## src/rtl/uart_rx.sv

```systemverilog
// uart_rx: 16x-oversampled UART receiver (5..8 data bits, optional even/odd parity)
// with a valid/read handshake, per-byte error flags and a sticky overrun flag.
module uart_rx #(
    parameter int DATA_BITS = 8
) (
    input  logic       uart_clk_i,
    input  logic       uart_rst_i,
    input  logic       rx_clk_en_i,
    input  logic       rx_i,
    input  logic       parity_en_i,
    input  logic       parity_odd_i,
    input  logic       rx_rd_i,
    output logic [7:0] rx_data_o,
    output logic       rx_valid_o,
    output logic       rx_parity_err_o,
    output logic       rx_frame_err_o,
    output logic       rx_overrun_o,
    output logic       rx_busy_o
);
    typedef enum logic [2:0] {IDLE, START, DATA, PARITY, STOP} state_e;
    state_e     state_q;
    logic       sync_q, rx_s_q, armed_q, par_en_q, par_odd_q, par_err_q;
    logic [3:0] tick_q;
    logic [2:0] bit_q;
    logic [7:0] shift_q, shift_d, shift_al;
    logic       commit;
    // Bits enter at the MSB, so a short frame ends up left-aligned in shift_q.
    assign shift_d   = {rx_s_q, shift_q[7:1]};
    assign shift_al  = shift_q >> (8 - DATA_BITS);
    assign commit    = state_q == STOP && rx_clk_en_i && tick_q == 4'd15;
    assign rx_busy_o = state_q != IDLE;
    always_ff @(posedge uart_clk_i) begin
        if (uart_rst_i) begin
            state_q         <= IDLE;
            sync_q          <= 1'b1;
            rx_s_q          <= 1'b1;
            armed_q         <= 1'b0;
            par_en_q        <= 1'b0;
            par_odd_q       <= 1'b0;
            par_err_q       <= 1'b0;
            tick_q          <= '0;
            bit_q           <= '0;
            shift_q         <= '0;
            rx_data_o       <= '0;
            rx_valid_o      <= 1'b0;
            rx_parity_err_o <= 1'b0;
            rx_frame_err_o  <= 1'b0;
            rx_overrun_o    <= 1'b0;
        end else begin
            sync_q <= rx_i;
            rx_s_q <= sync_q;
            if (commit) begin
                rx_data_o       <= shift_al;
                rx_parity_err_o <= par_en_q & par_err_q;
                rx_frame_err_o  <= ~rx_s_q;
                rx_valid_o      <= 1'b1;
                rx_overrun_o    <= rx_rd_i ? 1'b0 : (rx_valid_o | rx_overrun_o);
            end else if (rx_rd_i && rx_valid_o) begin
                rx_valid_o   <= 1'b0;
                rx_overrun_o <= 1'b0;
            end
            if (rx_clk_en_i) begin
                case (state_q)
                    IDLE:
                        if (rx_s_q) armed_q <= 1'b1;
                        else if (armed_q) begin
                            state_q   <= START;
                            tick_q    <= '0;
                            armed_q   <= 1'b0;
                            par_en_q  <= parity_en_i;
                            par_odd_q <= parity_odd_i;
                            par_err_q <= 1'b0;
                        end
                    START:
                        if (tick_q == 4'd7) begin
                            state_q <= rx_s_q ? IDLE : DATA;
                            tick_q  <= '0;
                            bit_q   <= '0;
                        end else tick_q <= tick_q + 4'd1;
                    DATA:
                        if (tick_q == 4'd15) begin
                            shift_q <= shift_d;
                            bit_q   <= bit_q + 3'd1;
                            tick_q  <= '0;
                            if (bit_q == 3'(DATA_BITS - 1)) state_q <= par_en_q ? PARITY : STOP;
                        end else tick_q <= tick_q + 4'd1;
                    PARITY:
                        if (tick_q == 4'd15) begin
                            par_err_q <= rx_s_q ^ (^shift_al) ^ par_odd_q;
                            state_q   <= STOP;
                            tick_q    <= '0;
                        end else tick_q <= tick_q + 4'd1;
                    STOP:
                        // Disarm so a held-low break is delivered only once.
                        if (tick_q == 4'd15) begin
                            state_q <= IDLE;
                            armed_q <= 1'b0;
                            tick_q  <= '0;
                        end else tick_q <= tick_q + 4'd1;
                    default: state_q <= IDLE;
                endcase
            end
        end
    end
endmodule

```

## config.mk

```make
export PLATFORM = sky130hd
export DESIGN_NAME = uart_rx
export DESIGN_NICKNAME = d
export VERILOG_FILES = /design/src/rtl/uart_rx.sv
export SDC_FILE = /design/constraint.sdc
export NUM_CORES = 1
export LEC_CHECK = 0
export ABC_AREA = 1
export CAP_MARGIN = 20
export CORE_MARGIN = 4
export CORE_UTILIZATION = 40
export DETAILED_ROUTE_END_ITERATION = 6
export DONT_BUFFER_PORTS = 1
export PLACE_DENSITY_LB_ADDON = 0.05
export SLEW_MARGIN = 5
export SYNTH_ARGS = -nofsm -noshare
export SYNTH_HDL_FRONTEND = slang
export SYNTH_SLANG_ARGS = --single-unit
```

## constraint.sdc

```tcl
create_clock -name uart_clk_i -period 1.5 [get_ports uart_clk_i]
set_input_delay 0.075 -clock uart_clk_i [delete_from_list [all_inputs] [get_ports uart_clk_i]]
set_output_delay 0.075 -clock uart_clk_i [all_outputs]
set_load 0.01 [all_outputs]
```

==> results.cfg <==
[sta]
skew_ps = 6.85
hold_slack_ps = -163
fin_crit_sh_pct = 94.5
rsz0062_at_grt = yes
worstMarginPinSlew_ps = 260
timing.final.hold_violations = 10
slew_headroom_pct = 82.7
clock.fmax_mhz = 705
finalSetupTns_ps = 0
min_period_ps = 1420
setup_viol = 0
final_max_slew_viol_count = 0

[final_layout]
fin_util_pct = 50.8
fillerInstances = 442
n_antenna_cell = 0
nets = 280
area_delta_synth_final_pct = 21.9
layout-drive-gt1-share_pct = 26.9

[setup_path]
path_max_fanout = 6
cp.required_ps = 1730
crit_type = register to register
startpoint_type = register
cp-startpoint = tick_q[0]$_SDFFE_PP0P_
endpoint_kind = register
worstPathArrival_ps = 1650
r2r-start = tick_q[0]$_SDFFE_PP0P_

[global_route]
grt_first_pass_wirelength_microns = 6510
grt_pass1_vias = 1414
grt_start_max_net_pins = 25
gr-total-overflow = 0
busiest_layer = met2
grt_util_met2_pct = 21.5
antenna_found_initial = 0
gr-usage-met1_pct = 21.1
use_met3_pct = 5.67
grt_usage_pct = 15.2

[clocking]
hold_buffers = 5
path_clk_slew_ps = 70
cts_htree_levels = 2
cts_sinks = 36
cts.root.buffer_cell = clkbuf_8
cts_buffers = 5
cts_buffer_depth = 2
insertion_delay_ps = 290
cts_tree = done

[floorplanning]
ios = 20
fp.dieW_microns = 75.6
die_y_microns = 75.6
dieArea_sq_mm = 0.00571
initial_core_util_pct = 41.6
rows = 24
design.core.area_sq_mm = 0.00438

[power_and_ir_drop]
p_int_w = 0.00171
power_frac_seq_pct = 41.8
clockPowerShare_pct = 35.3
p_leak_nw = 1.01
p_comb_share_pct = 22.9
p_per_area_mw_per_mm2 = 1100
peakVddDrop_v = 0.000493
switching_share_pct = 29.9
p_sw_w = 0.000728

[yosys]
synth.top_cells.by_area = dfxtp_1, nand2_1, a21oi_1
synth_top_family_by_area = simple AND/OR/NAND/NOR gates
yosysWarnings = 0
syn_avg_cell_area_sq_um = 7.51
synth.largest_area_cell = dfxtp_1
synth_seq_cells = 36
synthAdderAreaFrac_pct = 2.06
synthTopCellsByCount = nand2_1, dfxtp_1, inv_1
synth_cells = 243
synth_area_sq_mm = 0.00183
synthMuxAreaShare_pct = 0
async_flop_share_pct = 0
synth-simple-area-share_pct = 26.3
synth_compound_area_share_pct = 20.8
synth_edf_count = 0
synth_ff_type = dfxtp_1
synth_xor_area_share_pct = 0.960
synth_most_common_cell = nand2_1
yosys.cell_types.count = 33
synth_seq_area_share_pct = 39.5
syn-num-nets = 253
netlist.area_leader.share_pct = 39.5

[job]
maxCapViolCount = 0

[route]
drc = 0
first_pass_iters = 4
routed_wirelength_microns = 3950
routed-via-count = 1573
drt-initial-drc-count = 55
ant_nets = 0
routedWlPerCell_microns = 12.2
via_per_inst = 4.87

[outcome]
outcome = complete, but fails checks
violations = hold timing

[placed_design]
gp_congestion = 0.798
numPortBuffers = 0
dpl.hpwl_microns = 2800

[worst_hold_path]
hold_class = input port to register
hp-start = uart_rst_i
==> logic make-up (layout without fill, tap and decap cells) <==
kind of cell / count (synthesis) / count (layout)
buf+inv: 45 / 73
xor+xnor: 2 / 2
fa+ha+maj: 3 / 3
flops: 36 / 36
simple gates: 89 / 89
compound gates: 68 / 68
==> cell type report <==
type	count	area (sq um)	share of cell area (%)
timing repair buffer	25	220	9.89
multi-input combinational	162	953	42.8
sequential	36	724	32.5
tap	52	65.1	2.92
inverter	40	155	6.97
clock inverter	2	35.0	1.57
clock buffer	6	72.6	3.26
==> power groups by stage <==
stage	registers (W)	clock network (W)	logic, W
2_1_floorplan	0.00104	0	0.000360
3_3_place_gp	0.00104	0	0.000535
3_5_place_dp	0.00104	0	0.000531
5_1_grt	0.00102	0.000931	0.000628
4_1_cts	0.00102	0.000880	0.000546
6_report	0.00102	0.000861	0.000559
==> timing repair <==
item                                    in CTS  in global routing
gates resized for setup                      4                 14
endpoints found under the setup margin      15                 28
setup buffers                                0                  2
endpoints found under the hold margin       14                 10
pin swaps                                    3                  5
==> metrics by stage <==
step	area [sq um]	setup WS (ps)	instances	total power (W)
global route	2230	-31.6	323	0.00258
global placement	1990	-54.0	308	0.00157
detailed placement	1990	-62.5	308	0.00157
floorplan	1830	12.9	243	0.00140
finish	2230	82.5	323	0.00244
CTS	2160	3.12	321	0.00244
==> routing by layer <==
metal  vias up  share of wire [%]
met5         -                  0
met4         0                1.2
met3         6                4.9
met2        27                 42
met1       700                 52
li1        840                  -
==> sequential cells by signal, indices dropped and copies added, names as in the netlist <==
register and cells:
par_en_q 1, par_odd_q 1, rx_parity_err_o 1, state_q 3, par_err_q 1, rx_data_o 8, rx_s_q 1, sync_q 1
bit_q 3, armed_q 1, rx_valid_o 1, rx_overrun_o 1, tick_q 4, shift_al 8, rx_frame_err_o 1
==> critical path: stages, from the launching register on <==
cell and delay, ps:
dfxtp_2 350, ha_4 150, nand2_4 70, nor2_8 140, inv_2 50, nand2_2 70
o21ai_2 50, nor2_2 110, nand2_2 110, nor2_2 130, a21oi_2 40, nor2_1 70
==> path summary, 6_finish.rpt <==
| check | end | depth (start not counted) | slack, ps |
|---|---|---|---|
| hold / removal | rx_parity_err_o$_SDFFE_PP0P_ | 1 | -160 |
| setup reg to reg | state_q[2]$_SDFFE_PP0P_ | 11 | 80 |
| hold reg to reg | bit_q[2]$_SDFFE_PP0P_ | 2 | 470 |
| setup / recovery | state_q[2]$_SDFFE_PP0P_ | 11 | 80 |
==> cell usage in the layout (no fill, tap or decap), drive strengths merged, types with 2 or more instances in the layout <==
cell	instances
o21ai	28
or2	2
nand3	11
a21oi	37
inv	40
dfxtp	36
ha	3
nor3	2
clkbuf	6
buf	20
nor2	21
dlygate4sd3	5
nand2	52
No activity file was read; power rests on OpenSTA's default activity.
